===== config.mk =====
export PLATFORM = sky130hd
export DESIGN_NAME = wb_rr_arbiter
export DESIGN_NICKNAME = d
export VERILOG_FILES = /design/src/rtl/wb_arb_pkg.sv /design/src/rtl/wb_arb_watchdog.sv /design/src/rtl/wb_rr_arbiter.sv
export SDC_FILE = /design/constraint.sdc
export NUM_CORES = 1
export LEC_CHECK = 0
export BUFFER_PORTS_ARGS = -buffer_cell sky130_fd_sc_hd__buf_4
export CORE_AREA = 2 2 328 330
export CTS_BUF_LIST = sky130_fd_sc_hd__clkbuf_16
export CTS_CLUSTER_SIZE = 28
export DETAILED_ROUTE_END_ITERATION = 6
export DIE_AREA = 0 0 330 332
export PLACE_DENSITY_LB_ADDON = 0.1
export SYNTH_ARGS = -nofsm -noshare
export SYNTH_HDL_FRONTEND = slang
export SYNTH_SLANG_ARGS = --single-unit

===== constraint.sdc =====
create_clock -name CLK_I -period 3.2 [get_ports CLK_I]
set_input_delay 0.64 -clock CLK_I [delete_from_list [all_inputs] [get_ports CLK_I]]
set_output_delay 0.64 -clock CLK_I [all_outputs]
set_load 0.005 [all_outputs]

===== src/rtl/wb_arb_pkg.sv =====
// Shared types and helpers for the Wishbone round-robin arbiter.
package wb_arb_pkg;

  // Largest supported master count; the pointer and the pick vector are sized for it.
  localparam int unsigned MAX_M = 8;
  localparam int unsigned PTR_W = 3;

  typedef enum logic [1:0] {
    IDLE     = 2'd0,
    GRANT    = 2'd1,
    ABORT    = 2'd2,
    WAIT_REL = 2'd3
  } arb_state_t;

  // One-hot grant to the first requester found scanning from ptr+1 modulo n.
  function automatic logic [MAX_M-1:0] rr_pick(input logic [MAX_M-1:0] req,
                                                input logic [PTR_W-1:0] ptr,
                                                input int unsigned      n);
    logic [MAX_M-1:0] g;
    logic             found;
    int unsigned      idx;
    g     = '0;
    found = 1'b0;
    for (int unsigned k = 1; k <= MAX_M; k++) begin
      idx = (32'(ptr) + k) % n;
      if (!found && (k <= n) && req[idx[PTR_W-1:0]]) begin
        g[idx[PTR_W-1:0]] = 1'b1;
        found             = 1'b1;
      end
    end
    return g;
  endfunction

  // Index of the set bit in a one-hot vector (0 when empty).
  function automatic logic [PTR_W-1:0] onehot_to_idx(input logic [MAX_M-1:0] oh);
    logic [PTR_W-1:0] idx;
    idx = '0;
    for (int i = 0; i < MAX_M; i++) begin
      if (oh[i]) idx = PTR_W'(i);
    end
    return idx;
  endfunction

endpackage


===== src/rtl/wb_arb_watchdog.sv =====
// Per-tenure watchdog: counts consecutive strobed cycles without a slave
// termination and flags expiry on the last allowed cycle.
module wb_arb_watchdog
  import wb_arb_pkg::*;
#(
  parameter int unsigned TIMEOUT = 16
) (
  input  logic clk,
  input  logic rst,
  input  logic active,
  input  logic stb,
  input  logic term,
  output logic expire
);

  localparam int unsigned      CW   = $clog2(TIMEOUT);
  localparam logic [CW-1:0]    LAST = CW'(TIMEOUT - 1);

  logic [CW-1:0] cnt;

  // Count strobed, unterminated cycles; any idle/strobe-low/termination restarts it.
  always_ff @(posedge clk or posedge rst) begin
    if (rst) begin
      cnt <= '0;
    end else if (!active || !stb || term) begin
      cnt <= '0;
    end else begin
      cnt <= cnt + 1'b1;
    end
  end

  // A termination on the final cycle wins over the abort.
  assign expire = active && stb && !term && (cnt == LAST);

endmodule


===== src/rtl/wb_rr_arbiter.sv =====
// Round-robin Wishbone arbiter: NUM_M masters share one slave port, grant
// held for a whole CYC tenure, with a watchdog that aborts hung transfers.
module wb_rr_arbiter
  import wb_arb_pkg::*;
#(
  parameter int unsigned NUM_M   = 4,
  parameter int unsigned AW      = 64,
  parameter int unsigned DW      = 64,
  parameter int unsigned TIMEOUT = 16
) (
  input  logic                    CLK_I,
  input  logic                    RST_I,
  input  logic [NUM_M-1:0]        m_cyc_i,
  input  logic [NUM_M-1:0]        m_stb_i,
  input  logic [NUM_M-1:0]        m_we_i,
  input  logic [NUM_M*AW-1:0]     m_adr_i,
  input  logic [NUM_M*DW-1:0]     m_dat_i,
  input  logic [NUM_M*DW/8-1:0]   m_sel_i,
  output logic [DW-1:0]           m_dat_o,
  output logic [NUM_M-1:0]        m_ack_o,
  output logic [NUM_M-1:0]        m_err_o,
  output logic [NUM_M-1:0]        m_rty_o,
  output logic                    s_cyc_o,
  output logic                    s_stb_o,
  output logic                    s_we_o,
  output logic [AW-1:0]           s_adr_o,
  output logic [DW-1:0]           s_dat_o,
  output logic [DW/8-1:0]         s_sel_o,
  input  logic [DW-1:0]           s_dat_i,
  input  logic                    s_ack_i,
  input  logic                    s_err_i,
  input  logic                    s_rty_i,
  output logic [NUM_M-1:0]        gnt_o,
  output logic                    timeout_o
);

  localparam int unsigned SW = DW / 8;

  arb_state_t        state, state_d;
  logic [NUM_M-1:0]  gnt, gnt_d;
  logic [PTR_W-1:0]  ptr, ptr_d;
  logic [MAX_M-1:0]  req_ext;
  logic [MAX_M-1:0]  pick;

  logic              g_cyc, g_stb, g_we;
  logic [AW-1:0]     g_adr;
  logic [DW-1:0]     g_dat;
  logic [SW-1:0]     g_sel;
  logic              term;
  logic              expire;
  logic              wd_active;

  // Widen the request vector to the package's fixed pick width.
  always_comb begin
    req_ext              = '0;
    req_ext[NUM_M-1:0]   = m_cyc_i;
  end

  assign pick = rr_pick(req_ext, ptr, NUM_M);

  // Select the granted master's bus signals; zero when nobody holds the grant.
  always_comb begin
    g_cyc = 1'b0;
    g_stb = 1'b0;
    g_we  = 1'b0;
    g_adr = '0;
    g_dat = '0;
    g_sel = '0;
    for (int i = 0; i < NUM_M; i++) begin
      if (gnt[i]) begin
        g_cyc = g_cyc | m_cyc_i[i];
        g_stb = g_stb | m_stb_i[i];
        g_we  = g_we  | m_we_i[i];
        g_adr = g_adr | m_adr_i[i*AW +: AW];
        g_dat = g_dat | m_dat_i[i*DW +: DW];
        g_sel = g_sel | m_sel_i[i*SW +: SW];
      end
    end
  end

  assign term      = s_ack_i | s_err_i | s_rty_i;
  assign wd_active = (state == GRANT);

  wb_arb_watchdog #(
    .TIMEOUT (TIMEOUT)
  ) u_watchdog (
    .clk    (CLK_I),
    .rst    (RST_I),
    .active (wd_active),
    .stb    (g_stb),
    .term   (term),
    .expire (expire)
  );

  // State, grant and round-robin pointer registers.
  always_ff @(posedge CLK_I or posedge RST_I) begin
    if (RST_I) begin
      state <= IDLE;
      gnt   <= '0;
      ptr   <= PTR_W'(NUM_M - 1);
    end else begin
      state <= state_d;
      gnt   <= gnt_d;
      ptr   <= ptr_d;
    end
  end

  // Next-state: arbitrate only from IDLE, so every tenure ends with a dead cycle.
  always_comb begin
    state_d = state;
    gnt_d   = gnt;
    ptr_d   = ptr;
    case (state)
      IDLE: begin
        if (|m_cyc_i) begin
          state_d = GRANT;
          gnt_d   = pick[NUM_M-1:0];
          ptr_d   = onehot_to_idx(pick);
        end
      end
      GRANT: begin
        if (!g_cyc) begin
          state_d = IDLE;
          gnt_d   = '0;
        end else if (expire) begin
          state_d = ABORT;
        end
      end
      ABORT: begin
        state_d = WAIT_REL;
      end
      WAIT_REL: begin
        if (!g_cyc) begin
          state_d = IDLE;
          gnt_d   = '0;
        end
      end
      default: begin
        state_d = IDLE;
        gnt_d   = '0;
      end
    endcase
  end

  // Outputs: slave sees the granted master only in GRANT; terminations go back to it alone.
  always_comb begin
    s_cyc_o   = 1'b0;
    s_stb_o   = 1'b0;
    s_we_o    = 1'b0;
    s_adr_o   = g_adr;
    s_dat_o   = g_dat;
    s_sel_o   = g_sel;
    m_ack_o   = '0;
    m_err_o   = '0;
    m_rty_o   = '0;
    timeout_o = 1'b0;
    case (state)
      GRANT: begin
        s_cyc_o = g_cyc;
        s_stb_o = g_stb;
        s_we_o  = g_we;
        m_ack_o = gnt & {NUM_M{s_ack_i}};
        m_err_o = gnt & {NUM_M{s_err_i}};
        m_rty_o = gnt & {NUM_M{s_rty_i}};
      end
      ABORT: begin
        m_err_o   = gnt;
        timeout_o = 1'b1;
      end
      default: begin
      end
    endcase
  end

  assign m_dat_o = s_dat_i;
  assign gnt_o   = gnt;

endmodule


==> results.cfg, run 1 <==
[power]
powerDensity_nw_per_um2 = 525
peakVddDrop_v = 0.000180
p_leak_nw = 5.27
total_power_mw = 5.84

[synthesis]
syn_nets = 1286
ys_seq_elements = 12
synth_ff_type = dfrtp_1
avgSynthCellArea_um2 = 6.74
ys_seq_area_share_pct = 6.92
async_reset_ff_share_pct = 100
synth.distinct_cells = 40
synthTopCellsByArea = a22oi_1, nand2_1, buf_4
yosysTopAreaCellShare_pct = 47.5
netlist_area_um2 = 4380
synth_largest_area_cell = a22oi_1
syn_inst = 649
synth-edff-count = 0
ys.warnings.count = 0

[critical_path]
reg2reg_to = gnt_o[2]$_DFFE_PP0P_
r2r_slack_ns = 0.63
crit_fanout = 70
regToRegStartpoint = ptr[0]$_DFFE_PP1P_
startpoint_type = flip-flop
cp.arrival_ns = 2.22
cp-end-kind = output pin
cp.required_ns = 2.56
critPathKind = flip-flop to output pin
r2r_cells = 7

[route]
wl_per_cell_um = 20.6
wl_met3_um = 5910
drtPass1Iterations = 7
postRouteAntennaNets = 0
drc = 106
viasPerCell = 2.98
drt_iter0_drc = 395
vias = 7938
totalWireLength_um = 54900
wl_met1_um = 20600
met2_length_um = 28000
highest_layer = met5

[sta]
fmax_mhz = 350
fin_skew_ns = 0.00588
fin_setup_tns_ns = 0
slew_headroom_pct = 53.5
finalHoldViolations = 0
setup_viol = 0
layout_min_cycle_time_ns = 2.86
finalMaxSlewViolations = 0
timing.final.crit_share_pct = 89.4
setup_ws_ns = 0.339
worst_slew_pin_slew_ns = 0.697
rsz0062_at_grt = no

[clock_network]
clkTransAtPathRegs_ns = 0.05
cts-root-buf = clkbuf_16
htree_levels = 1
cts_post_setup_buffers_inserted = 0
numCtsBuffers = 3
cts_buffer_depth = 2
cts_resized = 0
cts_tree = done
insertion_delay_ns = 0.25
cts.hold.buffers_added = 0
cts.sinks = 12

[layout]
fill_cells = 12500
drive_above_1_share_pct = 60.0
area_growth_pct = 154
multi_input_area_um2 = 3320
fin_util_pct = 10.5
seq_area_um2 = 318
instances_no_fill = 2667
final_common_cell = buf_4
final_cell_mix = buf_4, a22oi_1, nand2_1
finalNetCount = 1901

[run_status]
status = finished with violations
violations = design-rule violations

[global_routing]
grt_pass1_vias = 8360
track_usage_pct = 9.26
grt_max_degree = 71
overflow = 0
grt_pass1_wl_um = 71000
antenna_found_initial = 16

[hold_path]
hold_path_class = input port to asynchronous set/reset pin

[placement]
post-dp-hpwl_um = 48000
numPortBuffers = 716
place_worst_setup_slack_ns = 0.596
place_inst = 2662
globalplace.congestion = 0.815

[flow_run]
max_cap_viol_count = 0

[floorplan]
die-area_um2 = 110000
coreArea_um2 = 106000
die_y_um = 332
rows = 120
die_w_um = 330
start_util_pct = 4.12
ios = 845
==> synthesized netlist by cell type, types with 2 or more instances <==
cell,n
nor2_1,7
o21ai_0,5
o211ai_1,2
nor2b_1,4
ha_1,12
a31oi_1,2
and2_1,5
inv_1,5
dfstp_2,2
nand3_1,3
a221oi_1,2
a22o_1,2
dfrtp_1,10
and3_1,9
a21oi_1,5
buf_4,64
a21boi_0,2
a22oi_1,277
o41ai_1,2
clkbuf_1,62
buf_1,3
nand2_1,144
mux4_2,3
==> final cells by class <==
type | instances | area share [%]
inverter | 5 | 0.169
tap | 1403 | 15.8
sequential | 12 | 2.86
clock buffer | 3 | 0.676
clock inverter | 1 | 0.0338
timing repair buffer | 740 | 50.6
multi-input combinational | 502 | 29.9
antenna | 1 | 0.0225
==> kinds of logic after synthesis <==
kind of cell	synth area share (%)
buf+inv	17.2
flops	6.92
fa+ha+maj	3.43
xor+xnor	0.400
simple gates	17.1
compound gates	52.5
mux	2.40
==> layer usage <==
layer | track usage, % | vias to the layer above
met5 | 0 | -
met4 | 0.472 | 22
met3 | 3.34 | 46
met2 | 17.2 | 465
met1 | 10.4 | 3721
li1 | - | 3684
==> registers in the layout, indices dropped and copies added, names as in the netlist, named ones only <==
name / count
ptr: 2
gnt_o: 4
state: 1
u_watchdog.cnt: 4
==> metrics by stage <==
step	hold slack [ns]	area (um^2)
final	0.439	11100
after global placement	0.469	11000
after floorplan	0.433	4380
after CTS	0.474	11100
after global routing	0.509	11100
after detailed placement	0.462	11000
==> where the power goes <==
| part | internal, mW | switching [mW] |
|---|---|---|
| combinational | 2.38 | 2.86 |
| sequential | 0.217 | 0.144 |
| clock | 0.165 | 0.0754 |
==> worst max path at each step <==
stage / start / endpoint / slack (ns) / depth (start not counted)
after global routing: flip-flop / s_cyc_o / 0.26 / 4
after global placement: ptr[0]$_DFFE_PP1P_ / gnt_o[2]$_DFFE_PP0P_ / 0.64 / 7
after floorplan: ptr[0]$_DFFE_PP1P_ / gnt_o[2]$_DFFE_PP0P_ / 0.83 / 8
final: gnt_o[1]$_DFFE_PP0P_ / s_dat_o[36] / 0.34 / 4
after CTS: flip-flop / s_cyc_o / 0.38 / 4
after detailed placement: flip-flop / flip-flop / 0.60 / 6
==> critical path: stages (launching register included) <==
cell	delay [ns]
dfrtp_4	0.57
buf_12	0.20
a22oi_1	0.68
nand2_1	0.14
buf_4	0.18
No activity file was read; power rests on OpenSTA's default activity.
==> inputs of run 2 (changes only) <==
--- a/config.mk
+++ b/config.mk
@@ -5,13 +5,15 @@
 export SDC_FILE = /design/constraint.sdc
 export NUM_CORES = 1
 export LEC_CHECK = 0
-export BUFFER_PORTS_ARGS = -buffer_cell sky130_fd_sc_hd__buf_4
-export CORE_AREA = 2 2 328 330
+export CORE_AREA = 2 2 326 328
 export CTS_BUF_LIST = sky130_fd_sc_hd__clkbuf_16
 export CTS_CLUSTER_SIZE = 28
 export DETAILED_ROUTE_END_ITERATION = 6
-export DIE_AREA = 0 0 330 332
+export DIE_AREA = 0 0 328 330
+export DONT_BUFFER_PORTS = 1
 export PLACE_DENSITY_LB_ADDON = 0.1
+export SETUP_SLACK_MARGIN = 0.4
+export SKIP_LAST_GASP = 1
 export SYNTH_ARGS = -nofsm -noshare
 export SYNTH_HDL_FRONTEND = slang
 export SYNTH_SLANG_ARGS = --single-unit
==> results.cfg, run 2 (synthesis gave the netlist of run 1 again) <==
[power]
p_leak_nw = 1.76
total_power_mw = 3.96
powerDensity_nw_per_um2 = 691
peakVddDrop_v = 0.000235
seqPwrFrac_pct = 10.2
swShare_pct = 65.2
p_int_mw = 1.38
comb_power_share_pct = 83.8
p_clk_share_pct = 6.0
power.switching_mw = 2.58

[clock_network]
insertion_delay_ns = 0.24
cts_resized = 0
cts_post_setup_buffers_inserted = 0
htree_levels = 1
cts_buffer_depth = 2
cts.hold.buffers_added = 0
clkTransAtPathRegs_ns = 0.05
cts-root-buf = clkbuf_16
cts_tree = done
numCtsBuffers = 3
cts.sinks = 12

[route]
drc = 0
postRouteAntennaNets = 0
vias = 5491
drtPass1Iterations = 7
drt_iter0_drc = 348
totalWireLength_um = 44500
wl_per_cell_um = 22.9
viasPerCell = 2.83

[floorplan]
ios = 845
coreArea_um2 = 105000
die_y_um = 330
die-area_um2 = 108000
die_w_um = 328
start_util_pct = 4.18
rows = 119

[sta]
setup_viol = 0
setup_ws_ns = 0.436
fmax_mhz = 362
worst_slew_pin_slew_ns = 0.795
rsz0062_at_grt = no
layout_min_cycle_time_ns = 2.76
finalHoldViolations = 0
finalMaxSlewViolations = 0
timing.final.crit_share_pct = 86.4
fin_setup_tns_ns = 0
slew_headroom_pct = 47.0
holdWs_ns = 0.338
fin_skew_ns = 0.00483

[layout]
finalNetCount = 1179
area_growth_pct = 30.8
fill_cells = 12300
drive_above_1_share_pct = 6.65
final_common_cell = a22oi_1
final_cell_mix = a22oi_1, nand2_1, ha_1

[placement]
globalplace.congestion = 0.713
numPortBuffers = 0
post-dp-hpwl_um = 40000
place_worst_setup_slack_ns = 0.590

[critical_path]
critPathKind = flip-flop to output pin
startpoint_type = flip-flop
crit_fanout = 70
cp-end-kind = output pin
cp.required_ns = 2.56
cp.arrival_ns = 2.12

[global_routing]
antenna_found_initial = 26
track_usage_pct = 7.25
grt_pass1_vias = 5288
grt_pass1_wl_um = 51800
overflow = 0
grt_max_degree = 71

[hold_path]
hold_path_class = input port to asynchronous set/reset pin

[run_status]
status = finished clean

[flow_run]
max_cap_viol_count = 0
run 2: per-layer routing:
metal	part of all wire (%)	global-route usage, %
met1	39	8.24
met2	48	12.4
met3	10	3.10
met4	2.7	1.89
met5	0.39	0
run 2: path summary, 6_finish.rpt:
path	from	to	slack [ns]	cells after the start
min in group CLK_I	u_watchdog.cnt[0]$_DFF_PP0_	u_watchdog.cnt[0]$_DFF_PP0_	0.46	1
max in group asynchronous	RST_I	gnt_o[3]$_DFFE_PP0P_	2.44	1
worst min register to register	u_watchdog.cnt[0]$_DFF_PP0_	u_watchdog.cnt[0]$_DFF_PP0_	0.46	1
worst max-delay path	gnt_o[2]$_DFFE_PP0P_	s_dat_o[47]	0.44	3
worst min-delay path	RST_I	gnt_o[0]$_DFFE_PP0P_	0.34	1
worst max register to register	ptr[0]$_DFFE_PP1P_	gnt_o[2]$_DFFE_PP0P_	0.57	7
run 2: power groups by stage:
stage                     Combinational, mW  Sequential [mW]  Clock, mW
final                                  3.31            0.403      0.238
after global placement                 3.47            0.434          0
after detailed placement               3.45            0.430          0
after global routing                   3.68            0.429      0.257
after floorplan                        2.15            0.247          0
after CTS                              3.46            0.430      0.246
run 2: through the flow:
step                      area [um^2]  instances  utilization, %
after floorplan                  4380        649               -
after global placement           5600       1927            5.35
after detailed placement         5600       1927            5.35
after CTS                        5680       1931            5.42
after global routing             5720       1941            5.46
final                            5720       1943            5.47
run 2: layout make-up:
type / instances / area [um^2] / share of cell area (%)
well taps: 1391 / 1740 / 30.4
multi-input cells: 502 / 3320 / 58.0
flip-flops and latches: 12 / 318 / 5.55
repair buffers: 18 / 223 / 3.89
clock buffers: 3 / 75.1 / 1.31
inverters: 5 / 18.8 / 0.328
diodes: 11 / 27.5 / 0.481
clock inverters: 1 / 3.75 / 0.0656
run 2: critical path, stage by stage, from the launching register on:
cell and delay [ns]:
dfrtp_4 0.57, buf_12 0.20, a22oi_1 0.75, nand2_1 0.21
==> inputs of run 3 (changes only) <==
--- a/config.mk
+++ b/config.mk
@@ -12,6 +12,7 @@
 export DIE_AREA = 0 0 328 330
 export DONT_BUFFER_PORTS = 1
 export PLACE_DENSITY_LB_ADDON = 0.1
+export REMOVE_ABC_BUFFERS = 1
 export SETUP_SLACK_MARGIN = 0.4
 export SKIP_LAST_GASP = 1
 export SYNTH_ARGS = -nofsm -noshare
==> results.cfg, run 3 (synthesis gave the netlist of run 1 again) <==
[route]
drc = 0
drtPass1Iterations = 5
viasPerCell = 2.79
wl_per_cell_um = 19.6
wl_met1_um = 13300
drt_iter0_drc = 270
totalWireLength_um = 37900
met2_length_um = 18400
vias = 5397
highest_layer = met5
postRouteAntennaNets = 0
wl_met3_um = 4980

[global_routing]
overflow = 0
grt_pass1_wl_um = 44300
grt_max_degree = 84
grt_pass1_vias = 5316
track_usage_pct = 5.87
antenna_found_initial = 8

[run_status]
status = finished clean

[critical_path]
cp.required_ns = 2.56
r2r_slack_ns = 0.64
r2r_cells = 7
regToRegStartpoint = ptr[0]$_DFFE_PP1P_
reg2reg_to = gnt_o[2]$_DFFE_PP0P_
cp.arrival_ns = 2.05
startpoint_type = flip-flop
critPathKind = flip-flop to output pin
crit_fanout = 83
cp-end-kind = output pin

[sta]
layout_min_cycle_time_ns = 2.69
rsz0062_at_grt = no
holdWs_ns = 0.339
finalMaxSlewViolations = 0
slew_headroom_pct = 52.1
timing.final.crit_share_pct = 84.1
fmax_mhz = 372
fin_setup_tns_ns = 0
finalHoldViolations = 0
fin_skew_ns = 0.00156
setup_viol = 0
worst_slew_pin_slew_ns = 0.712

[floorplan]
die_w_um = 328
rows = 119
start_util_pct = 4.18
die_y_um = 330
ios = 845
die-area_um2 = 108000
coreArea_um2 = 105000

[layout]
final_cell_mix = a22oi_1, nand2_1, ha_1
area_growth_pct = 30.7
instances_no_fill = 1936
finalNetCount = 1178
drive_above_1_share_pct = 6.67
final_common_cell = a22oi_1
fill_cells = 12400
fin_util_pct = 5.46

[hold_path]
hold_path_class = input port to asynchronous set/reset pin

[clock_network]
cts-root-buf = clkbuf_16
insertion_delay_ns = 0.24
cts_buffer_depth = 2
cts.hold.buffers_added = 0
htree_levels = 1
cts_tree = done
clkTransAtPathRegs_ns = 0.05
cts.sinks = 12
numCtsBuffers = 3

[placement]
place_inst = 1926
post-dp-hpwl_um = 31000
numPortBuffers = 0
globalplace.congestion = 0.730

[power]
p_clk_share_pct = 6.5
swShare_pct = 60.8
seqPwrFrac_pct = 11.2
p_int_mw = 1.39
comb_power_share_pct = 82.3
total_power_mw = 3.55
powerDensity_nw_per_um2 = 620
power.switching_mw = 2.16
p_leak_nw = 1.76
peakVddDrop_v = 0.000207

[flow_run]
max_cap_viol_count = 0
## run 3: changes by cell type in the layout (fill, tap and decap cells not counted), sizes merged
cell	previous run	this run
buf	18	17
diode	11	5
## run 3: worst max-delay path: stages (launching register included)
cell and delay (ns):
dfrtp_4 0.63, buf_12 0.27, a22oi_1 0.60, nand2_1 0.16
## run 3: power by group through the flow
stage	clock, mW	sequential, mW	combinational [mW]
2_1_floorplan	0	0.608	1.68
3_3_place_gp	0	0.413	2.96
3_5_place_dp	0	0.412	2.91
4_1_cts	0.240	0.410	2.92
5_1_grt	0.250	0.414	3.21
6_report	0.230	0.397	2.92
## run 3: routing by layer
metal	track usage [%]	vias to the layer above
li1	-	2250
met1	5.93	2540
met2	10.4	549
met3	3.13	46
met4	1.57	12
met5	0.739	-
## run 3: layout make-up
class                   instances  area [um^2]  area share, %
repair buffers                 17          226           3.96
flip-flops and latches         12          318           5.56
clock buffers                   3         75.1           1.31
inverters                       5         18.8          0.328
multi-input cells             502         3320           58.1
well taps                    1391         1740           30.4
diodes                          5         12.5          0.219
clock inverters                 1         3.75         0.0656
## run 3: how the worst max path moves through the flow
| stage | start | cells after the start | slack (ns) | to |
|---|---|---|---|---|
| floorplan | gnt_o[3]$_DFFE_PP0P_ | 5 | -0.83 | flip-flop |
| global placement | ptr[0]$_DFFE_PP1P_ | 7 | 0.60 | ptr[0]$_DFFE_PP1P_ |
| detailed placement | ptr[0]$_DFFE_PP1P_ | 7 | 0.63 | gnt_o[2]$_DFFE_PP0P_ |
| CTS | gnt_o[1]$_DFFE_PP0P_ | 4 | 0.48 | s_dat_o[22] |
| global route | ptr[0]$_DFFE_PP1P_ | 6 | 0.46 | gnt_o[3]$_DFFE_PP0P_ |
| finish | gnt_o[2]$_DFFE_PP0P_ | 3 | 0.51 | s_adr_o[37] |
## run 3: per-stage QoR
| stage | instance area [um^2] | setup slack, ns |
|---|---|---|
| 2_1_floorplan | 3640 | -0.834 |
| 3_3_place_gp | 5590 | 0.598 |
| 3_5_place_dp | 5590 | 0.626 |
| 4_1_cts | 5670 | 0.480 |
| 5_1_grt | 5720 | 0.458 |
| 6_report | 5720 | 0.509 |
## run 3: timing repair
| item | CTS | global route |
|---|---|---|
| resized for setup | 1 | 1 |
| setup buffers | 0 | 1 |
| endpoints found under the hold margin | 0 | 0 |
| endpoints found under the setup margin | 1 | 2 |
